$ cat src/rtl/smart_counter.sv
// Loadable, enable-gated binary up-counter with synchronous active-high reset.
// Registered wrap pulse on a counting roll-over; combinational zero flag.
module smart_counter #(
    parameter int unsigned          WIDTH     = 8,
    parameter logic [WIDTH-1:0]     RESET_VAL = '0
) (
    input  logic             i_clk,
    input  logic             i_rst,
    input  logic             i_load,
    input  logic             i_enable,
    input  logic [WIDTH-1:0] i_load_val,
    output logic [WIDTH-1:0] o_q,
    output logic             o_wrap,
    output logic             o_zero
);

    logic [WIDTH-1:0] r_q;
    logic             r_wrap;
    logic [WIDTH-1:0] w_q_next;
    logic             w_wrap_next;

    // Priority: load > enable > hold (reset is applied in the register process).
    always_comb begin
        w_q_next    = r_q;
        w_wrap_next = 1'b0;
        if (i_load) begin
            w_q_next = i_load_val;
        end else if (i_enable) begin
            w_q_next    = r_q + WIDTH'(1);
            w_wrap_next = &r_q;
        end
    end

    always_ff @(posedge i_clk) begin
        if (i_rst) begin
            r_q    <= RESET_VAL;
            r_wrap <= 1'b0;
        end else begin
            r_q    <= w_q_next;
            r_wrap <= w_wrap_next;
        end
    end

    assign o_q    = r_q;
    assign o_wrap = r_wrap;
    assign o_zero = (r_q == '0);

endmodule

$ cat config.mk
export PLATFORM = sky130hd
export DESIGN_NAME = smart_counter
export DESIGN_NICKNAME = d
export VERILOG_FILES = /design/src/rtl/smart_counter.sv
export SDC_FILE = /design/constraint.sdc
export NUM_CORES = 1
export LEC_CHECK = 0
export CAP_MARGIN = 30
export CORE_AREA = 2 2 39 41
export CTS_BUF_LIST = sky130_fd_sc_hd__clkbuf_8
export CTS_CLUSTER_SIZE = 20
export DETAILED_ROUTE_END_ITERATION = 8
export DIE_AREA = 0 0 41 43
export GPL_TIMING_DRIVEN = 0
export PLACE_DENSITY = 0.76
export SLEW_MARGIN = 10
export SYNTH_ARGS = -nofsm -noshare
export SYNTH_HDL_FRONTEND = slang
export SYNTH_SLANG_ARGS = --single-unit
$ cat constraint.sdc
create_clock -name i_clk -period 1.5 [get_ports i_clk]
set_input_delay 0.15 -clock i_clk [delete_from_list [all_inputs] [get_ports i_clk]]
set_output_delay 0.15 -clock i_clk [all_outputs]
set_load 0.02 [all_outputs]
### After elaboration in Yosys (flattened, before gate mapping)

Cells that the tools add are included.

| cells by class | value |
|---|---|
| reductions and logical operators | 4 |
| bitwise operators | 1 |
| add/sub/neg operators | 1 |
| muxes and demuxes | 2 |

Operator list:

| kind | number |
|---|---|
| $mux 8 | 2 |
| $add 8x1->8 const B | 1 |
| $logic_not 8->1 | 1 |
| $reduce_and 8->1 | 1 |
| $reduce_or 3->1 | 1 |
| $reduce_bool 2->1 | 1 |
| $not 1->1 | 1 |

| storage, ports and cells | value |
|---|---|
| word-level logic and storage cells | 10 |
| output and inout port bits | 10 |
| register bits after elaboration | 9 |
| input bits | 12 |

### Longest topological paths before layout

Gate-level depths: netlist (run 1).

| logic depth | value |
|---|---|
| word-level depth | 3 |
| depth in mapped cells | 5 |
| gate-level depth less buffers | 5 |

### Least setup slack after synthesis (run 1)

OpenSTA, ideal clock, no wires.

| timing path | value |
|---|---|
| kind | register -> output |
| start point | reg r_q[0], in the netlist o_q[0] |
| end point | out o_zero |
| stages on the path, launching flop included | 5 |
| arrival | 1.673 ns |
| path buffers | 0 |
| data required time | 1.350 ns |
| path slack | -0.323 ns |
| cell sequence | dfxtp_1 -> inv_1 -> ha_1 -> or4b_1 -> nor4_1 |

| on the way | value |
|---|---|
| word-level cells in the longest chain between the ends | 1 |

RTL lines:

| element | RTL line | RTL |
|---|---|---|
| from (decl) | 17 | `logic [WIDTH-1:0] r_q;` |
| from (signal assigned) | 39 | `r_q <= w_q_next;` |
| $logic_not 8->1 | 46 | `assign o_zero = (r_q == '0);` |
| to (decl) | 14 | `output logic o_zero` |

Every way passes these cells.

### Final worst setup path (run 1)

Ends and elaborated chain as after synthesis.

==> run summary, run 1 <==
status = finished, violations left
failing checks = negative setup slack
Arr. time, crit path = 1510 ps
clock buffer depth = 2
clock root cell = clkbuf_8
initial antenna violation count = 0
maximum vdd drop = 0.443 mV
Horiz. Die Dim = 41 µm
Worst-path clk slew = 50 ps
Die Ht = 43 µm
worst slew pin tran = 475 ps
drt pass-1 iters = 4
All-Layer GR Usage = 0.173
number of flops mapped to enable cells by yosys = 0
Post-layout nets = 105
Synth Register Bits = 9
IO Pins = 22
worst setup margin = -155 ps
post-DR vias/cell = 5.46
syn_nets = 79
clk_lat worst skew = 230 ps
Yosys cell types = 29
vias in the first global route = 498
worst r2r src = o_q[0]
Fillers = 132
Max-cap violations = 0
Reg2Reg Depth = 5
RR Endpoint = o_q[6]
CP Data Required Time = 1350 ps
global-route wire length before repair = 2050 µm
R2R setup slack = 120 ps
top_reg_cell synth = dfxtp_1
port bufs = 19
crit end category = output port
fin util = 0.605
row count = 14
Hold Buf Count CTS = 0
TritonCTS Buffers = 3
layout cells sized above 1 = 0.222
final period utilization = 1.10
Fin Clk Skew = 0.522 ps
Layout Area Growth over Synthesis = 55.2%
detailed placer's ending HPWL = 939 µm
routed via count = 579
Power per Cell Area = 859 mW/mm²
Max Slew Vio Count = 0
DRT Wirelength = 1320 µm
DIE AREA = 0.00176 mm²
Async SR Flop Fraction = 0
gr ovfl total = 0
post-synthesis sequential area ratio = 0.334
initial core utilization = 0.390
Hold Path End = o_q[1]
Leak = 0.345 nW
Min Clock Period, post-route = 1660 ps
crit start category = flop
RSZ-0062 raised after global routing = true
ANT cells = 0
Iter 0 DRT Violations = 16
critical path's slowest cell = or4b_4
hold wc startpoint = i_rst
hold_ws = 346 ps
CP peak stage delay = 460 ps
Worst slew margin = 0.683
TritonCTS clock tree = yes
WL per Instance = 12.4 µm
post-route DRC violation count = 0
Post-Syn Area = 539 µm²
Yosys Warn Count = 0
H-tree levels = 1
DRT antenna net count = 0
final hold viol count = 0
# setup viols final = 1
clock sink total = 9
worst hold path depth = 2
cells along the critical path = inv_2 > ha_1 > or4b_4 > nor4_4 > buf_4
syn avg cell area = 8.30 µm²
critical-path maximum fanout = 2
largest net degree at the start of global routing = 11
kind of path behind the tightest hold check = input pin to flop
Mapped Cells = 65
Worst Path Class, Setup = flop to output port
Placer Congestion = 0.757
core outline area = 0.00138 mm²
fmax = 604 MHz
flip-flops by register name (all words and copies together), names as in the netlist:
register,count
o_q,8
o_wrap,1
cells in the final DEF (no fill, tap or decap), types with 2 or more instances in the layout:
master	instances
dfxtp_1	5
xor2_1	4
inv_2	2
dfxtp_4	2
o21ai_0	3
inv_1	2
a21oi_1	3
dfxtp_2	2
and3_1	2
ha_1	2
nand3_1	3
clkdlybuf4s50_1	16
nand2_1	8
nand4_1	2
a211oi_1	3
clkbuf_8	3
buf_2	2
buf_4	3
nor2_1	5
metrics by stage:
step / cells / setup slack [ps] / power [mW] / setup TNS [ps] / cell area [µm²]
after floorplan: 65 / 2.45 / 0.370 / 0 / 566
after global placement: 100 / -477 / 0.439 / -567 / 776
after detailed placement: 100 / -489 / 0.443 / -616 / 776
after CTS: 106 / -170 / 0.726 / -170 / 835
after global routing: 106 / -246 / 0.755 / -246 / 837
final: 106 / -155 / 0.719 / -155 / 837
Yosys cell counts, types with 2 or more instances:
cell,n,area [µm²]
ha_1,2,25.0
nand4_1,2,12.5
a21oi_1,3,15.0
nand3_1,3,15.0
xor2_1,4,35.0
and3_1,2,12.5
dfxtp_1,9,180
nand2_1,8,30.0
a211oi_1,3,22.5
inv_1,3,11.3
nor2_1,5,18.8
o21ai_0,3,15.0
buf_2,2,10.0
worst max-delay path, delay by kind of cell, from the launching register on:
family | cells | cell delay, ps
fa+ha+maj | 1 | 120
simple gates | 2 | 600
flops | 1 | 340
buf+inv | 2 | 220
cells by family after synthesis:
group,Yosys count,synth area share
AND/OR/NAND/NOR,27,0.278
AO/OA/AOI/OAI,15,0.202
XOR/XNOR,4,0.0650
flip-flops,9,0.334
multiplexers,1,0.0209
buffers and inverters,7,0.0534
adder cells (fa/ha/maj),2,0.0464
metal layers:
layer,global-route usage,wire length (µm)
met1,0.200,568
met2,0.269,644
met3,0.0471,77
met4,0.100,27
met5,0,0
what timing repair did:
item | CTS | global route
endpoints found under the setup margin | 4 | 2
setup buffers | 2 | 0
gates resized for setup | 9 | 1
pin swaps | 1 | 0
power by group:
group / internal (mW) / switching [mW] / leakage (nW)
Clock: 0.178 / 0.0981 / 0.0269
Combinational: 0.0879 / 0.0759 / 0.242
Sequential: 0.255 / 0.0239 / 0.0761
worst max path at each step:
stage	start	endpoint	slack [ps]	cells after the start
global route	o_q[0]	o_zero	-250	5
finish	o_q[0]	o_zero	-160	5
floorplan	o_q[0]	o_zero	2	4
global placement	o_q[0]	o_zero	-480	5
detailed placement	o_q[0]	o_zero	-490	5
CTS	o_q[0]	o_zero	-170	5
area by class of cell:
| type | instances | area [µm²] | share of cell area |
|---|---|---|---|
| plain buffers | 3 | 13.8 | 0.0164 |
| clock buffers | 3 | 41.3 | 0.0493 |
| clock inverters | 1 | 3.75 | 0.00448 |
| inverters | 4 | 15.0 | 0.0179 |
| multi-input cells | 49 | 349 | 0.417 |
| flip-flops and latches | 9 | 190 | 0.227 |
| well taps | 16 | 20.0 | 0.0239 |
| repair buffers | 21 | 204 | 0.244 |
Power figures use the tool's default switching activity.
==> run 2, diff against run 1 <==
ABC_AREA = 1   (was default)
CORE_AREA = default   (was 2 2 39 41)
CORE_MARGIN = 1.5   (was default)
CORE_UTILIZATION = 43   (was default)
DIE_AREA = default   (was 0 0 41 43)
PLACE_DENSITY = 0.79   (was 0.76)
==> run 2 against run 1 <==
  * Synthesized cell count is 22% higher
  * Sequential share of layout area is 0.94 points lower
  * Register-to-register slack improved by 80 ps
  * Sequential power decreased by 2%
  * Highest routed layer unchanged
  * Total power is 0.81% lower
  * Core utilization grew 11 points
  * The run now ends clean
  * Wire length increased by 9.3%
  * First-iteration DRC count fell by 19%
  * Critical path depth shrank 4
  * Sequential cell count is the same
  * Cell count rose by 10%
==> run summary, run 2 <==
IO Pins = 22 (unchanged)
largest net degree at the start of global routing = 10 (-1)
number of flops mapped to enable cells by yosys = 0 (unchanged)
max FFs per register = 8 (unchanged)
Fillers = 96 (-27%)
DRT antenna net count = 0 (unchanged)
commonest cells after routing, fill and taps aside = 18 x nand2_1, 17 x clkdlybuf4s50_1, 10 x inv_1, 9 x dfxtp_1, 8 x nand3_1
Post-Syn Area = 559 µm² (+3.7%)
Switching Power = 0.203 mW (+2.8%)
final period utilization = 0.972 (-0.132)
row count = 12 (-2)
Arr. time, crit path = 1310 ps (-200 ps)
total power = 0.713 mW (-0.81%)
cells along the critical path = clkdlybuf4s50_1
initial antenna violation count = 0 (unchanged)
DIE AREA = 0.00153 mm² (-13%)
status = finished, final reports clean
RR Endpoint = o_q[6]
Leak = 0.369 nW (+6.9%)
R2R setup slack = 200 ps (+80 ps)
pre-CTS WS = -128 ps (+362 ps)
Worst slew margin = 0.772 (+0.0887)
worst setup margin = 42.1 ps (+197 ps)
RSZ-0062 raised after global routing = false
port bufs = 20 (+1)
Reg2Reg Depth = 6 (+1)
Area contributors post-synth = dfxtp_1 32%, nand2_1 12%, a22oi_1 8.1%
Die Ht = 39.1 µm (-9.2%)
syn avg cell area = 7.08 µm² (-15%)
sequential group share of total power = 0.384 (-0.003)
core outline area = 0.00116 mm² (-16%)
Fin Clk Skew = 1.06 ps (+0.539 ps)
DRT Wirelength = 1440 µm (+9.3%)
routed via count = 620 (+7.1%)
fmax = 686 MHz (+14%)
hold wc startpoint = i_load
Mapped Cells = 79 (+22%)
All-Layer GR Usage = 0.228 (+0.0551)
final hold viol count = 0 (unchanged)
Layout Area Growth over Synthesis = 47.9%
global-route wire length before repair = 2300 µm (+12%)
Hold Path End = o_q[0]
TritonCTS Buffers = 3 (unchanged)
CP bufs+invs = 1 (-1)
clock sink total = 9 (unchanged)
Net Sw Frac = 0.285 (+0.0100)
Synth Register Bits = 9 (unchanged)
vias in the first global route = 553 (+11%)
clock network fraction of total power = 0.399 (+0.014)
synth cell count leaders = 18 x nand2_1, 10 x inv_1, 9 x dfxtp_1
kind of path behind the tightest hold check = input pin to flop
Comb pwr share = 0.217 (-0.011)
Iter 0 DRT Violations = 13 (-3)
critical-path maximum fanout = 6 (+4)
gr ovfl total = 0 (unchanged)
hold_ws = 217 ps (-130 ps)
Worst Path Class, Setup = flop to output port
CP top delay family = buffers and inverters
crit end category = output port
# setup viols final = 0 (-1)
crit start category = flop
Power per Cell Area = 862 mW/mm² (+0.39%)
Horiz. Die Dim = 39.1 µm (-4.7%)
initial core utilization = 0.484 (+0.0941)
Max Slew Vio Count = 0 (unchanged)
drt pass-1 iters = 4 (unchanged)
Async SR Flop Fraction = 0 (unchanged)
CP Data Required Time = 1350 ps (about the same)
Yosys cell types = 21 (-28%)
Min Clock Period, post-route = 1460 ps (-197 ps)
post-route DRC violation count = 0 (unchanged)
top_reg_cell synth = dfxtp_1
ANT cells = 0 (unchanged)
Post-layout nets = 118 (+12%)
area leader, netlist = dfxtp_1
layout cells sized above 1 = 0.136 (-0.0863)
most common cell in the netlist = nand2_1
H-tree levels = 1 (unchanged)
internal power = 0.510 mW (-2.2%)
WL per Instance = 12.3 µm (-0.95%)
critical path's slowest cell = clkdlybuf4s50_1
Placer Congestion = 0.769 (+1.6%)
Worst-path clk slew = 50 ps (about the same)
most common cell after layout, fill and taps aside = nand2_1
Max-cap violations = 0 (unchanged)
area share of the largest cell type after synthesis = 0.322 (-0.0120)
detailed placer's ending HPWL = 1060 µm (+13%)
worst slew pin tran = 342 ps (-133 ps)
clock buffer depth = 2 (unchanged)
CP peak stage delay = 640 ps (+180 ps)
worst r2r src = o_q[1]
syn_nets = 93 (+18%)
post-DR vias/cell = 5.30 (-3.0%)
critical path depth = 1 (-4)
clock root cell = clkbuf_8
Post-CTS Setup Inserts = 0 (-2)
post-synthesis sequential area ratio = 0.322 (-0.0120)
worst hold path depth = 3 (+1)
Yosys Warn Count = 0 (unchanged)
clk_lat worst skew = 240 ps (about the same)
maximum vdd drop = 0.508 mV (+15%)
TritonCTS clock tree = yes
run 2: layout make-up:
cell class | instances | area [µm²] | area share
repair buffers | 20 | 199 | 0.241
flip-flops and latches | 9 | 180 | 0.218
multi-input cells | 57 | 329 | 0.398
plain buffers | 1 | 11.3 | 0.0136
clock buffers | 3 | 41.3 | 0.0499
well taps | 14 | 17.5 | 0.0212
inverters | 12 | 45.0 | 0.0545
clock inverters | 1 | 3.75 | 0.00454
run 2: how the worst max path moves through the flow:
stage / startpoint / to / slack (ps)
floorplan: o_q[0] / o_q[1] / 200
global placement: o_q[0] / o_zero / -140
detailed placement: o_q[0] / o_zero / -130
CTS: o_q[5] / o_q[5] / 50
global route: o_q[1] / o_q[1] / 10
finish: o_q[1] / o_q[1] / 40
run 2: metrics by stage:
stage	utilization	instances	area, µm²	TNS (ps)
4_1_cts	0.711	117	822	0
5_1_grt	0.715	117	827	0
3_3_place_gp	0.677	113	783	-143
3_5_place_dp	0.677	113	783	-128
6_report	0.715	117	827	0
2_1_floorplan	-	79	566	0
run 2: cells by family (layout without fill, tap and decap cells):
| family | after synthesis | after routing | synth area share |
|---|---|---|---|
| and+or+nand+nor | 38 | 38 | 0.336 |
| buffers and inverters | 13 | 37 | 0.101 |
| AOI/OAI and AO/OA | 16 | 16 | 0.181 |
| adders and majority gates | 2 | 2 | 0.0447 |
| DFF | 9 | 9 | 0.322 |
| xor gates and xnor gates | 1 | 1 | 0.0157 |
run 2: layer usage:
layer,track usage,vias up,share of wire,routed length [µm]
met3,0.0578,6,0.071,102
met5,0,-,0,0
met1,0.260,282,0.44,636
met4,0.103,0,0.019,27
met2,0.392,22,0.47,673
li1,-,310,-,-
run 2: what timing repair did:
action / CTS / global route
hold buffers: 0 / 0
setup endpoints to repair: 2 / 2
resized for setup: 6 / 3
run 2: power by group through the flow:
| stage | sequential, mW | combinational [mW] | clock (mW) |
|---|---|---|---|
| floorplan | 0.291 | 0.0652 | 0 |
| global placement | 0.277 | 0.154 | 0 |
| detailed placement | 0.278 | 0.156 | 0 |
| CTS | 0.273 | 0.154 | 0.285 |
| global route | 0.276 | 0.167 | 0.295 |
| finish | 0.274 | 0.155 | 0.285 |
==> run 3, diff against run 2 <==
ABC_AREA = default   (was 1)
CORE_AREA = 2 2 39 41   (was default)
CORE_MARGIN = default   (was 1.5)
CORE_UTILIZATION = default   (was 43)
CTS_BUF_LIST = sky130_fd_sc_hd__clkbuf_4   (was sky130_fd_sc_hd__clkbuf_8)
DIE_AREA = 0 0 41 43   (was default)
PLACE_DENSITY = 0.76   (was 0.79)
==> run 3 against run 2 <==
  * The run now ends with negative setup slack left
  * Highest routed layer unchanged
  * Register-to-register slack hardly changed
  * Cell area is 0.91% higher
  * Core utilization is 11 points lower
  * Fmax is 14% lower
  * Clock-buffer cell count is 1 higher
  * Total power is 9.1% lower
  * Wire length is 9.9% lower
==> run summary, run 3 (synthesis gave the netlist of run 1 again) <==
status = finished, violations left
failing checks = negative setup slack
Multi-input gate area = 349 µm² (+6.1%)
crit end category = output port
fmax = 592 MHz (-14%)
clock sink total = 9 (unchanged)
DRT antenna net count = 0 (unchanged)
TritonCTS clock tree = yes
Fin Clk Skew = 2.32 ps (+1.26 ps)
worst slew pin tran = 487 ps (+146 ps)
DRT Wirelength = 1300 µm (-9.9%)
initial core utilization = 0.390 (-0.0941)
clock buffer depth = 2 (unchanged)
Layout Area Growth over Synthesis = 54.8%
post-route DRC violation count = 0 (unchanged)
routed via count = 570 (-8.1%)
clk_lat worst skew = 260 ps (+20 ps)
Worst-path clk slew = 60 ps (about the same)
WL per Instance = 12.2 µm (-0.58%)
gr ovfl total = 0 (unchanged)
total power = 0.648 mW (-9.1%)
vias in the first global route = 480 (-13%)
All-Layer GR Usage = 0.172 (-0.0561)
Die Ht = 43 µm (+10%)
Iter 0 DRT Violations = 14 (+1)
setup TNS = -190 ps (-190 ps)
fin util = 0.603 (-0.112)
Fillers = 130 (+35%)
port bufs = 19 (-5.0%)
Horiz. Die Dim = 41 µm (+5.0%)
kind of path behind the tightest hold check = input pin to flop
Placer Congestion = 0.757 (-1.6%)
initial antenna violation count = 0 (unchanged)
Max-cap violations = 0 (unchanged)
Max Slew Vio Count = 0 (unchanged)
max FFs per register = 8 (unchanged)
Reg area = 190 µm² (+5.6%)
TritonCTS Buffers = 3 (unchanged)
Hold Buf Count CTS = 0 (unchanged)
most common cell after layout, fill and taps aside = clkdlybuf4s50_1
global-route wire length before repair = 2030 µm (-12%)
Min Clock Period, post-route = 1690 ps (+232 ps)
maximum vdd drop = 0.438 mV (-14%)
detailed placer's ending HPWL = 939 µm (-11%)
Post-layout nets = 105 (-11%)
GR Util met2 = 0.259 (-0.132)
pre-CTS WS = -489 ps (-362 ps)
RSZ-0062 raised after global routing = true
final hold viol count = 0 (unchanged)
layout cells sized above 1 = 0.233 (+0.0974)
largest net degree at the start of global routing = 11 (+1)
Power per Cell Area = 776 mW/mm² (-10%)
DIE AREA = 0.00176 mm² (+16%)
row count = 14 (+2)
crit start category = flop
Arr. time, crit path = 1540 ps (+230 ps)
met1 Track Usage GR = 0.206 (-0.0531)
met3 Resource Use GR = 0.0471 (-0.0107)
# setup viols final = 1 (+1)
drt pass-1 iters = 4 (unchanged)
clock root cell = clkbuf_4
Worst slew margin = 0.675 (-0.0969)
worst setup margin = -190 ps (-232 ps)
IO Pins = 22 (unchanged)
R2R setup slack = 190 ps (about the same)
H-tree levels = 1 (unchanged)
commonest cells after routing, fill and taps aside = 11 x clkdlybuf4s50_1, 8 x nand2_1, 6 x dlymetal6s2s_1, 5 x nor2_1, 5 x dfxtp_1
CP Data Required Time = 1350 ps (about the same)
core outline area = 0.00138 mm² (+20%)
critical-path maximum fanout = 2 (-4)
Leak = 0.413 nW (+12%)
final period utilization = 1.13 (+0.154)
ANT cells = 0 (unchanged)
most used routing layer = met2
Worst Path Class, Setup = flop to output port
post-DR vias/cell = 5.38 (+1.5%)
==> run 3: cell types whose count changed in the layout (fill, tap and decap cells not counted), moves of 3 or more <==
| cell | change |
|---|---|
| a22oi_1 | -5 |
| clkbuf_8 | -3 |
| a211oi_1 | +3 |
| inv_1 | -9 |
| nand2_1 | -10 |
| nand3_1 | -5 |
| dlymetal6s2s_1 | +5 |
| clkdlybuf4s50_1 | -6 |
| dfxtp_1 | -4 |
| xor2_1 | +3 |
| clkbuf_4 | +4 |
==> run 3: final timing paths <==
path,start,end,cells after the start
max,o_q[0],o_zero,5
min,i_rst,o_q[1],2
max reg2reg,o_q[0],o_q[6],5
min reg2reg,o_q[5],o_q[5],2
==> run 3: metal layers <==
metal / up-vias / wire [µm] / part of all wire
met1: 261 / 570 / 0.44
met3: 4 / 71 / 0.055
li1: 287 / - / -
met2: 18 / 627 / 0.48
met4: 0 / 28 / 0.022
met5: - / 0 / 0
==> run 3: final cells by class <==
type                       instances  area share
multi-input combinational         49       0.418
buffer                             3      0.0165
inverter                           4      0.0180
tap                               16      0.0240
clock buffer                       4      0.0360
sequential                         9       0.228
timing repair buffer              21       0.259
==> run 3: critical path, cell delays in order (launching register included) <==
cell and delay, ps:
dfxtp_4 340, inv_2 40, ha_1 120, or4b_4 460
nor4_4 140, buf_4 180
==> run 3: what timing repair did <==
item | CTS | global route
setup endpoints to repair | 4 | 7
gates resized for setup | 9 | 6
setup buffers | 2 | 0
pin swaps | 1 | 0
==> run 3: power breakdown <==
part	switching (mW)	total, mW	internal [mW]
Combinational	0.0757	0.162	0.0862
Sequential	0.0235	0.277	0.254
Clock	0.0881	0.209	0.121
Total	0.187	0.648	0.460
==> run 3: through the flow <==
stage	cell area (µm²)	cells	hold slack, ps
floorplan	566	65	284
CTS	820	106	323
finish	835	106	326
detailed placement	776	100	580
global route	835	106	344
global placement	776	100	571
